==> src/rtl/gtxe2_chnl_rx_syncfsm_if.sv <==
// rtl/gtxe2_chnl_rx_syncfsm_if.sv - decoder flag bus and sync status for the RX sync FSM
interface gtxe2_chnl_rx_syncfsm_if #(
  parameter int lanes = 2
);
  logic             en;
  logic [lanes-1:0] chariscomma;
  logic [lanes-1:0] charisk;
  logic [lanes-1:0] disperr;
  logic [lanes-1:0] notintable;
  logic             sync_ok;
  logic             sync_lost;
  logic             rx_even;
  logic [3:0]       state;
  logic [15:0]      err_cnt;

  modport master (
    output en, chariscomma, charisk, disperr, notintable,
    input  sync_ok, sync_lost, rx_even, state, err_cnt
  );

  modport slave (
    input  en, chariscomma, charisk, disperr, notintable,
    output sync_ok, sync_lost, rx_even, state, err_cnt
  );
endinterface

==> src/rtl/gtxe2_chnl_rx_syncfsm.sv <==
// rtl/gtxe2_chnl_rx_syncfsm.sv - comma-based character sync FSM; GTXE2_CHNL_RX_SYNCFSM_ERRCNT_EN enables err_cnt
module gtxe2_chnl_rx_syncfsm #(
  parameter int lanes        = 2,
  parameter int GOOD_CGS_MAX = 3
) (
  input logic                    clk,
  input logic                    rst,
  gtxe2_chnl_rx_syncfsm_if.slave bus
);
  localparam int GW = $clog2(GOOD_CGS_MAX + 1);

  typedef enum logic [3:0] {
    LOS = 4'd0, CD1 = 4'd1, AS1 = 4'd2, CD2 = 4'd3, AS2 = 4'd4,
    CD3 = 4'd5, SA1 = 4'd6, SA2 = 4'd7, SA3 = 4'd8, SA4 = 4'd9
  } state_t;

  state_t          state_q, state_d;
  logic            even_q, even_d;
  logic [GW-1:0]   good_q, good_d;
  logic            lost_q, lost_d;
  logic            comma, cg_bad, cg_data, realign;
`ifdef GTXE2_CHNL_RX_SYNCFSM_ERRCNT_EN
  localparam int CW = $clog2(lanes + 1);
  logic [CW-1:0]   nbad;
`endif

  // Walk the word's characters in lane order; only the final state is registered.
  always_comb begin
    state_d = state_q;
    even_d  = even_q;
    good_d  = good_q;
    lost_d  = 1'b0;
    comma   = 1'b0;
    cg_bad  = 1'b0;
    cg_data = 1'b0;
    realign = 1'b0;
`ifdef GTXE2_CHNL_RX_SYNCFSM_ERRCNT_EN
    nbad    = '0;
`endif
    if (bus.en) begin
      for (int i = 0; i < lanes; i++) begin
        comma   = bus.chariscomma[i];
        // A comma landing on an odd position (phase already even) is misaligned.
        cg_bad  = bus.notintable[i] | bus.disperr[i] | (comma & even_d);
        cg_data = ~bus.charisk[i] & ~bus.notintable[i] & ~bus.disperr[i];
        realign = 1'b0;
`ifdef GTXE2_CHNL_RX_SYNCFSM_ERRCNT_EN
        if (state_d != LOS && cg_bad) nbad = nbad + 1'b1;
`endif
        case (state_d)
          LOS: if (comma) begin
            state_d = CD1;
            realign = 1'b1;
          end
          CD1: state_d = cg_data ? AS1 : LOS;
          CD2: state_d = cg_data ? AS2 : LOS;
          CD3: state_d = cg_data ? SA1 : LOS;
          AS1, AS2: begin
            if (cg_bad) begin
              state_d = LOS;
            end else if (comma) begin
              state_d = (state_d == AS1) ? CD2 : CD3;
              realign = 1'b1;
            end
          end
          SA1: if (cg_bad) begin
            state_d = SA2;
            good_d  = '0;
          end
          SA2, SA3, SA4: begin
            if (cg_bad) begin
              good_d = '0;
              if (state_d == SA4) begin
                state_d = LOS;
                lost_d  = 1'b1;
              end else begin
                state_d = state_t'(state_d + 4'd1);
              end
            end else if (good_d == GW'(GOOD_CGS_MAX - 1)) begin
              good_d  = '0;
              state_d = state_t'(state_d - 4'd1);
            end else begin
              good_d = good_d + 1'b1;
            end
          end
          default: state_d = LOS;
        endcase
        even_d = realign ? 1'b1 : ~even_d;
      end
    end
  end

  // State, phase, good-run counter and loss pulse registers.
  always_ff @(posedge clk) begin
    if (rst) begin
      state_q <= LOS;
      even_q  <= 1'b0;
      good_q  <= '0;
      lost_q  <= 1'b0;
    end else begin
      state_q <= state_d;
      even_q  <= even_d;
      good_q  <= good_d;
      lost_q  <= lost_d;
    end
  end

  assign bus.sync_ok   = (state_q >= SA1);
  assign bus.sync_lost = lost_q;
  assign bus.rx_even   = even_q;
  assign bus.state     = state_q;

`ifdef GTXE2_CHNL_RX_SYNCFSM_ERRCNT_EN
  logic [15:0] err_q;
  logic [16:0] err_sum;

  assign err_sum = {1'b0, err_q} + 17'(nbad);

  // Saturating bad-character counter, cleared only by reset.
  always_ff @(posedge clk) begin
    if (rst) begin
      err_q <= '0;
    end else if (bus.en) begin
      err_q <= err_sum[16] ? 16'hFFFF : err_sum[15:0];
    end
  end

  assign bus.err_cnt = err_q;
`else
  assign bus.err_cnt = '0;
`endif
endmodule

==> src/flat_wrapper.sv <==
// flat-port wrapper written by rule: the top's interface ports become plain ports
module gtxe2_chnl_rx_syncfsm_flat 
#(
  parameter int lanes        = 2,
  parameter int GOOD_CGS_MAX = 3
)
  (clk, rst, bus_en, bus_chariscomma, bus_charisk, bus_disperr, bus_notintable, bus_sync_ok, bus_sync_lost, bus_rx_even, bus_state, bus_err_cnt);
  gtxe2_chnl_rx_syncfsm_if #(.lanes(lanes)) bus_i ();
  input logic clk;
  input logic rst;
  input wire logic [$bits(bus_i.en)-1:0] bus_en;
  input wire logic [$bits(bus_i.chariscomma)-1:0] bus_chariscomma;
  input wire logic [$bits(bus_i.charisk)-1:0] bus_charisk;
  input wire logic [$bits(bus_i.disperr)-1:0] bus_disperr;
  input wire logic [$bits(bus_i.notintable)-1:0] bus_notintable;
  output wire logic [$bits(bus_i.sync_ok)-1:0] bus_sync_ok;
  output wire logic [$bits(bus_i.sync_lost)-1:0] bus_sync_lost;
  output wire logic [$bits(bus_i.rx_even)-1:0] bus_rx_even;
  output wire logic [$bits(bus_i.state)-1:0] bus_state;
  output wire logic [$bits(bus_i.err_cnt)-1:0] bus_err_cnt;
  assign bus_i.en = bus_en;
  assign bus_i.chariscomma = bus_chariscomma;
  assign bus_i.charisk = bus_charisk;
  assign bus_i.disperr = bus_disperr;
  assign bus_i.notintable = bus_notintable;
  assign bus_sync_ok = bus_i.sync_ok;
  assign bus_sync_lost = bus_i.sync_lost;
  assign bus_rx_even = bus_i.rx_even;
  assign bus_state = bus_i.state;
  assign bus_err_cnt = bus_i.err_cnt;
  gtxe2_chnl_rx_syncfsm #(.lanes(lanes), .GOOD_CGS_MAX(GOOD_CGS_MAX)) u_core (.clk(clk), .rst(rst), .bus(bus_i));
endmodule
==> config.mk <==
export PLATFORM = sky130hd
export DESIGN_NAME = gtxe2_chnl_rx_syncfsm_flat
export DESIGN_NICKNAME = d
export VERILOG_FILES = /design/src/rtl/gtxe2_chnl_rx_syncfsm_if.sv /design/src/rtl/gtxe2_chnl_rx_syncfsm.sv /design/src/flat_wrapper.sv
export SDC_FILE = /design/constraint.sdc
export NUM_CORES = 1
export LEC_CHECK = 0
export ABC_AREA = 1
export BUFFER_PORTS_ARGS = -buffer_cell sky130_fd_sc_hd__clkbuf_2
export CAP_MARGIN = 0
export CORE_AREA = 4 4 63 65
export CTS_CLUSTER_SIZE = 28
export DETAILED_ROUTE_END_ITERATION = 10
export DIE_AREA = 0 0 67 69
export PLACE_DENSITY = 0.72
export REMOVE_ABC_BUFFERS = 1
export SETUP_SLACK_MARGIN = 0.1
export SYNTH_ARGS = -nofsm -noshare
export SYNTH_HDL_FRONTEND = slang
export SYNTH_SLANG_ARGS = --single-unit
==> constraint.sdc <==
create_clock -name clk -period 2.8 [get_ports clk]
set_input_delay 0.42 -clock clk [delete_from_list [all_inputs] [get_ports clk]]
set_output_delay 0.42 -clock clk [all_outputs]
set_load 0.01 [all_outputs]
# After elaboration in Yosys (flattened, before gate mapping)
# Cells that the tools add are included.
# word_totals
register_bits	8
input_bits	11
out_inout_bits	23
word_cells	107
# op_classes
n_addsub	6
order_cmp	1
n_eq_ne	20
n_mux	50
n_bitwise	19
n_reduce_logical	7
# op_table
operator	count
$mux 4	15
$pmux 4 s7	2
$eq 4x3->1 const B	8
$mux 2	9
$mux 3	6
$eq 4x2->1 const B	4
$eq 4x4->1 const B	4
$mux 1	14
$not 1->1	9
$add 4x1->4 const B	2
$eq 4x1->1 const B	2
$logic_not 4->1	2
$pmux 2 s2	2
$sub 4x1->4 const B	2
$and 1x1->1	6
$reduce_or 2->1	3
$reduce_or 3->1	2
$add 2x1->2 const B	2
$eq 2x2->1 const B	2
$ge 4x3->1 const B	1
$or 1x1->1	4
$pmux 1 s2	2

# Depth between registers and ports, before layout
# Gate-level depths: netlist of the first run.
# logic_depth
ltp_word	12
depth_mapped	20
depth_no_buf	19

# Least setup slack after synthesis of the first run
# Ideal clock, no wire load.
# synth_timing
path_type	flip-flop to flip-flop
start	register u_core.state_q[0], in the netlist u_core.bus.state[0]
end	register u_core.good_q[0]
setup_time_ns	0.074
t_arrival_ns	2.665
required_ns	2.726
path_slack_ns	0.061
stages_incl_launch_ff	19
n_path_buf	1
period_less_slack_ns	2.739
path_cell_list	dfxtp_1 -> clkbuf_1 -> inv_1 -> ha_1 -> inv_1 -> nand2_1 -> nand2_2 -> nand2_4 -> nand3_1 -> nand2_1 -> nor2_2 -> inv_2 -> ha_1 -> or2_2 -> nand3_1 -> nand2_2 -> nor2_1 -> nand2_1 -> a31oi_1
# synth_via
elab_chain_len	9
word_cells_on_any_way	42
classes_between	add/sub: 3; eq/ne: 14; mux: 19; bitwise: 2; reduce/logical: 4
# synth_lines
element	line	text
start: declaration	gtxe2_chnl_rx_syncfsm.sv:17	state_t state_q, state_d;
start signal: assignment	gtxe2_chnl_rx_syncfsm.sv:101	state_q <= state_d;
branches (longest 8 deep; another with $sub 4x1->4)	-	
$pmux 2 s2 *	gtxe2_chnl_rx_syncfsm.sv:50	case (state_d)
end signal: assignment	gtxe2_chnl_rx_syncfsm.sv:103	good_q <= good_d;
end: declaration	gtxe2_chnl_rx_syncfsm.sv:19	logic [GW-1:0] good_q, good_d;
# Mark *: on every way between the ends. The select of a mux whose other input is x is not followed.
# A chain may end at the register's enable or synchronous reset.

# Worst setup path after layout of the first run
# layout_timing
start	register u_core.state_q[0], in the netlist u_core.bus.state[0]
end	register u_core.state_q[1], in the netlist u_core.bus.state[1]
# layout_via
elab_chain_len	11
word_cells_on_any_way	55
classes_between	add/sub: 4; eq/ne: 19; mux: 24; bitwise: 2; reduce/logical: 6
# layout_lines
element	line
branches (longest 10 deep; another with $sub 4x1->4)	-
$pmux 4 s7 *	gtxe2_chnl_rx_syncfsm.sv:50
# Marks and branches as above.

==> results of run 1 <==
power groups by stage:
| stage | combinational [uW] | sequential (uW) | clock (uW) |
|---|---|---|---|
| 3_5_place_dp | 239 | 134 | 0 |
| 3_3_place_gp | 238 | 134 | 0 |
| 4_1_cts | 240 | 132 | 89.5 |
| 6_report | 252 | 134 | 89.3 |
| 5_1_grt | 284 | 135 | 97.8 |
| 2_1_floorplan | 163 | 137 | 0 |
cell families (layout without fill, tap and decap cells):
| group | after synthesis | in the layout | synth area share, % |
|---|---|---|---|
| AOI/OAI and AO/OA | 27 | 27 | 9.294 |
| and+or+nand+nor | 183 | 183 | 54.69 |
| DFF | 8 | 8 | 9.831 |
| other | 1 | 16 | 0.2302 |
| xor gates and xnor gates | 1 | 1 | 0.5377 |
| adders and majority gates | 10 | 10 | 7.680 |
| buffers and inverters | 56 | 64 | 17.74 |
area by class of cell:
cell class / instances / area, sq um
fillers: 363 / 1508
multi-input cells: 237 / 1290
flip-flops and latches: 8 / 167.7
repair buffers: 26 / 152.6
inverters: 35 / 138.9
well taps: 46 / 57.56
clock buffers: 3 / 22.52
path summary, 6_finish.rpt:
check,from,endpoint,slack (ns),depth (start not counted)
max,u_core.bus.state[0]$_SDFFE_PP0P_,u_core.bus.state[1]$_SDFFE_PP0P_,0.30,18
min,rst,u_core.bus.state[1]$_SDFFE_PP0P_,0.36,2
max reg2reg,u_core.bus.state[0]$_SDFFE_PP0P_,u_core.bus.state[1]$_SDFFE_PP0P_,0.30,18
min reg2reg,u_core.good_q[0]$_SDFFE_PP0P_,u_core.good_q[0]$_SDFFE_PP0P_,0.60,2
worst max-delay path, cell delays in order, from the launching register on:
cell and delay, ns:
dfxtp_4 0.36, inv_4 0.09, ha_2 0.20, inv_1 0.06, nand2_1 0.07, nand2_2 0.08, nand2_4 0.13, nand3_1 0.10
nand2_1 0.08, nor2_2 0.05, buf_4 0.15, ha_1 0.21, or2_2 0.30, nand3_1 0.10, nand2_2 0.10, nand3_1 0.10
nand3_1 0.08, nand2_1 0.09, a21oi_1 0.06
flip-flops by register name (all words and copies together), names as in the netlist:
register / flops
u_core.bus.state: 4
u_core.good_q: 2
u_core.bus.rx_even: 1
u_core.bus.sync_lost: 1
per-layer routing:
metal	global-route usage, %	vias to the layer above
met1	24.09	834
li1	-	938
met2	33.95	62
met5	0	-
met4	6.982	0
met3	2.273	10
per-stage QoR:
step | instance area (sq um) | hold slack [ns] | setup WS (ns) | utilization (%)
final | 1829 | 0.3613 | 0.2954 | 54.82
after global routing | 1829 | 0.3818 | 0.1131 | 54.82
after CTS | 1763 | 0.3686 | 0.1586 | 52.83
after detailed placement | 1740 | 0.5742 | 0.1863 | 52.16
after global placement | 1740 | 0.5779 | 0.1868 | 52.16
after floorplan | 1530 | 0.4891 | 0.1547 | -
cells in the final DEF (no fill, tap or decap), types with 2 or more instances in the layout:
| cell type | instances |
|---|---|
| clkbuf_4 | 3 |
| nand3_2 | 4 |
| o211ai_1 | 3 |
| a31oi_1 | 2 |
| nand2_2 | 13 |
| nor2_4 | 4 |
| conb_1 | 16 |
| clkbuf_2 | 17 |
| o21ai_0 | 10 |
| nor2_1 | 25 |
| a21oi_1 | 7 |
| ha_4 | 3 |
| ha_1 | 5 |
| nand3_1 | 34 |
| nand2_1 | 77 |
| ha_2 | 2 |
| inv_2 | 5 |
| dfxtp_2 | 3 |
| nor2_2 | 11 |
| dfxtp_1 | 4 |
| nand4_1 | 10 |
| nand2_4 | 3 |
| a21oi_2 | 2 |
| inv_4 | 3 |
| inv_1 | 27 |
| o21ai_1 | 2 |
| buf_4 | 9 |
repair_timing:
| item | 4_1_cts | 5_1_grt |
|---|---|---|
| hold buffers | 0 | 0 |
| endpoints found under the setup margin | 0 | 8 |
| resized for setup | 0 | 21 |
==> impl_metrics.csv, run 1 <==
group,metric,value,unit
detailed_routing,wl_met1,1917,um
final_layout,area.growth.synth_to_final,12.29,%
floorplanning,ios,34,
clock_network,clock_sinks,8,
final_layout,antenna_cells,0,
yosys,netlist_top_cells_area,"nand2_1, nand3_1, dfxtp_1, buf_4, ha_1",
power,power_density,260.0,nW/um^2
timing,max_freq,399.3,MHz
detailed_routing,post_drt_via_cell_ratio,5.194,
timing,period_share,89.45,%
yosys,synth_top_area_share,17.74,%
placement,portBuffers,17,
power,p_seq_share,28.2,%
timing,period_needed,2.505,ns
final_layout,drive_above_1_share,27.18,%
detailed_routing,finalWirelength,4506,um
yosys,ys_ff_latch,8,
detailed_routing,met2_wirelength,2288,um
detailed_routing,dr_wl_met3,222,um
placement,dp_hpwl,3638,um
timing,fin_skew,0.009848,ns
yosys,netlist_area,1629,sq um
placement,place.gp.congestion,0.9383,
run,cap_viol_max_count,0,
timing,fin_setup_tns,0,ns
power,sw_frac_of_total,46.15,%
yosys,synth_edf_count,0,
grt,grt_antenna_before_repair,0,
yosys,ys_types,29,
detailed_routing,antenna_left,0,
placement,place_inst,352,
floorplanning,start_util,48.82,%
grt,grt_first_pass_wirelength,7472,um
power,internal_power,256.1,uW
detailed_routing,wl_per_cell,12.69,um
yosys,synthFlopType,"dfxtp_1",
clock_network,clk-insertion-delay-late,0.26,ns
critical_path,crit_arrival,2.65,ns
floorplanning,core-area,3337,sq um
final_layout,stdcell_count,355,
power,pwr-share-clk,18.8,%
timing,finalHoldViolCount,0,
yosys,synth_common_cells,"nand2_1, nand3_1, inv_1, nor2_1, buf_4",
critical_path,end_kind,"register",
clock_network,clkTransAtPathRegs,0.06,ns
min_path,hold_class,"input pin to register",
timing,report.final.slew_viol_count,0,
run_status,outcome,"completed",
grt,grt_overflow_total,0,
detailed_routing,first_pass_iters,4,
detailed_routing,dr_total_vias,1844,
power,cellLeakagePower,0.0009448,uW
floorplanning,die-area,4623,sq um
grt,grtUsageTotal,19.56,%
grt,grt_start_max_net_pins,13,
clock_network,tritoncts,"done",
yosys,yosysWarnings,0,
yosys,netlist_instances,286,
floorplanning,dieWidth,67,um
yosys,yosysMostFrequentCell,"nand2_1",
power,p_sw,219.5,uW
critical_path,cp_max_fo,8,
power,peakVddDrop,0.0001360,V
timing,finalSetupViolations,0,
detailed_routing,top_layer,"met4",
clock_network,cts_setup_buffers,0,
floorplanning,die_h,69,um
floorplanning,num_rows,21,
power,finalPower,475.5,uW
timing,rsz0062_at_grt,"no",
final_layout,num-nets-final,332,
grt,grt_pass1_vias,1722,
yosys,ys_seq_area_share,9.831,%
critical_path,crit_type,"register to register",
clock_network,cts_buffer_depth,2,
clock_network,cts_max_level,1,
yosys,synth_top_cell_by_area,"nand2_1",
power,pwr-share-comb,53.0,%
yosys,avgSynthCellArea,5.696,sq um
critical_path,start_kind,"register",
yosys,synthArstFlopShare,0,%
detailed_routing,first_iter_violations,117,
clock_network,numCtsBuffers,3,
clock_network,cts_root_buf,"clkbuf_4",
critical_path,cp.required,2.95,ns
detailed_routing,drcViolationCount,0,
Power figures use the tool's default switching activity.
==> run 2, diff against run 1 <==
MAX_ROUTING_LAYER = met4   (was unset)
TNS_END_PERCENT = 10   (was unset)
==> run 2 against run 1 <==
Sequential share of layout area barely moved. Clock power fell by 5.4%. Cell count rose by 0.28%. Sequential power barely moved. Core utilization fell by 0.15 points. Count of clock-buffer cells in the layout did not move. Worst hold slack improved by 0.024 ns. First-iteration DRC count rose by 44%. Fmax fell by 0.96%. Largest cell class unchanged.
==> impl_metrics.csv, run 2 (same netlist as run 1, synthesis figures left out) <==
group,metric,value,unit
clock_network,tritoncts,"done",
grt,use_met2,31.44,%
detailed_routing,first_pass_iters,5,
final_layout,largest_register_ffs,4,
power,peakVddDrop,0.0001514,V
critical_path,r2r-start,"u_core.bus.state[0]$_SDFFE_PP0P_",
grt,grt-busiest-layer,"met2",
min_path,hold_path_end,"u_core.bus.state[1]$_SDFFE_PP0P_",
floorplanning,die-area,4623,sq um
timing,report.final.slew_viol_count,0,
final_layout,num-nets-final,333,
critical_path,rr_worst_depth,16,
final_layout,final_cell_mix,"nand2_1, nand3_1, inv_1",
timing,period_share,90.32,%
clock_network,cts_max_level,1,
final_layout,antenna_cells,0,
floorplanning,dieWidth,67,um
run_status,outcome,"completed",
grt,grt_antenna_before_repair,0,
final_layout,fin_util,54.67,%
timing,rsz0062_at_grt,"no",
detailed_routing,finalWirelength,4539,um
critical_path,end_kind,"register",
timing,fin_setup_tns,0,ns
critical_path,crit_type,"register to register",
power,cellLeakagePower,0.0009463,uW
placement,portBuffers,17,
clock_network,clock_sinks,8,
timing,max_freq,395.4,MHz
floorplanning,core-area,3337,sq um
detailed_routing,drcViolationCount,0,
placement,place.gp.congestion,0.9415,
critical_path,cp.required,2.93,ns
detailed_routing,dr_total_vias,1825,
placement,dpl_worst_slack,0.1353,ns
placement,dp_hpwl,3581,um
critical_path,cp_max_fo,9,
clock_network,cts_hold_buf,0,
power,power_density,259.1,nW/um^2
timing,fin_skew,0.002126,ns
critical_path,rr_endpoint,"u_core.bus.state[0]$_SDFFE_PP0P_",
grt,grtUsageTotal,19.32,%
floorplanning,die_h,69,um
clock_network,cts_root_buf,"clkbuf_4",
grt,grt_overflow_total,0,
timing,hold_ws,0.3852,ns
detailed_routing,first_iter_violations,168,
floorplanning,start_util,48.82,%
detailed_routing,wl_per_cell,12.75,um
clock_network,clk-insertion-delay-late,0.25,ns
clock_network,cts_buffer_depth,2,
timing,fin_ws,0.2710,ns
critical_path,r2r_slack,0.27,ns
detailed_routing,post_drt_via_cell_ratio,5.126,
floorplanning,num_rows,21,
clock_network,clkTransAtPathRegs,0.05,ns
power,finalPower,472.7,uW
timing,finalSetupViolations,0,
min_path,holdPathStages,2,
grt,met3_usage,1.623,%
grt,grt_start_max_net_pins,13,
run,cap_viol_max_count,0,
grt,grt_first_pass_wirelength,7155,um
min_path,hold_class,"input pin to register",
final_layout,fill_cells,345,
final_layout,area.growth.synth_to_final,11.98,%
min_path,hold_start,"rst",
detailed_routing,antenna_left,0,
timing,finalHoldViolCount,0,
grt,grt_pass1_vias,1626,
final_layout,drive_above_1_share,27.42,%
clock_network,numCtsBuffers,3,
grt,grt_use_met1,25.47,%
floorplanning,ios,34,
critical_path,start_kind,"register",
critical_path,crit_arrival,2.66,ns
final_layout,final_common_cell,"nand2_1",
timing,period_needed,2.529,ns
## run 2: changes by cell type in the layout (fill, tap and decap cells not counted), sizes merged
cell  delta
buf      +1
## run 2: report_power, final
part | switching, uW | internal [uW] | total, uW
Clock | 35.7 | 48.8 | 84.5
Combinational | 167 | 88.0 | 255
Sequential | 11.9 | 121 | 133
## run 2: metrics by stage
stage	area (sq um)	cells
6_report	1824	356
5_1_grt	1824	356
4_1_cts	1755	354
3_5_place_dp	1733	351
3_3_place_gp	1733	351
2_1_floorplan	1530	280
## run 2: cell type report
cell class	instances	area (sq um)	share of cell area, %
flip-flops and latches	8	167.7	9.191
repair buffers	27	160.2	8.779
well taps	46	57.56	3.155
multi-input cells	237	1282	70.30
inverters	35	133.9	7.339
clock buffers	3	22.52	1.235
## run 2: metal layers
layer / wire length (um) / vias up / part of all wire [%]
met1: 1920 / 800 / 42
met5: 0 / - / 0
met2: 2248 / 77 / 50
met4: 92 / 0 / 2.0
met3: 277 / 11 / 6.1
li1: - / 937 / -
## run 2: critical path: stages, from the launching register on
cell and delay [ns]:
dfxtp_4 0.37, buf_4 0.17, ha_2 0.23, nand2_2 0.09, nand2_4 0.13, nand3_1 0.09
nand2_1 0.11, nor2_4 0.05, buf_4 0.15, ha_1 0.21, or2_2 0.30, nand3_1 0.10
nand2_2 0.09, nand4_1 0.09, nand3_1 0.08, nand2_1 0.07, a21oi_1 0.08
## run 2: how the worst max path moves through the flow
| stage | from | endpoint | slack [ns] |
|---|---|---|---|
| finish | u_core.bus.state[0]$_SDFFE_PP0P_ | u_core.bus.state[0]$_SDFFE_PP0P_ | 0.27 |
| floorplan | u_core.bus.state[1]$_SDFFE_PP0P_ | u_core.good_q[0]$_SDFFE_PP0P_ | 0.15 |
| detailed placement | u_core.bus.state[1]$_SDFFE_PP0P_ | u_core.good_q[0]$_SDFFE_PP0P_ | 0.14 |
| CTS | u_core.bus.state[1]$_SDFFE_PP0P_ | u_core.good_q[0]$_SDFFE_PP0P_ | 0.11 |
| global route | u_core.bus.state[0]$_SDFFE_PP0P_ | u_core.bus.state[0]$_SDFFE_PP0P_ | 0.08 |
| global placement | u_core.bus.state[1]$_SDFFE_PP0P_ | u_core.good_q[0]$_SDFFE_PP0P_ | 0.11 |
## run 2: repair_timing
item | CTS | global route
resized for setup | 0 | 19
hold endpoints to repair | 0 | 0
endpoints found under the setup margin | 0 | 8
setup buffers | 0 | 2
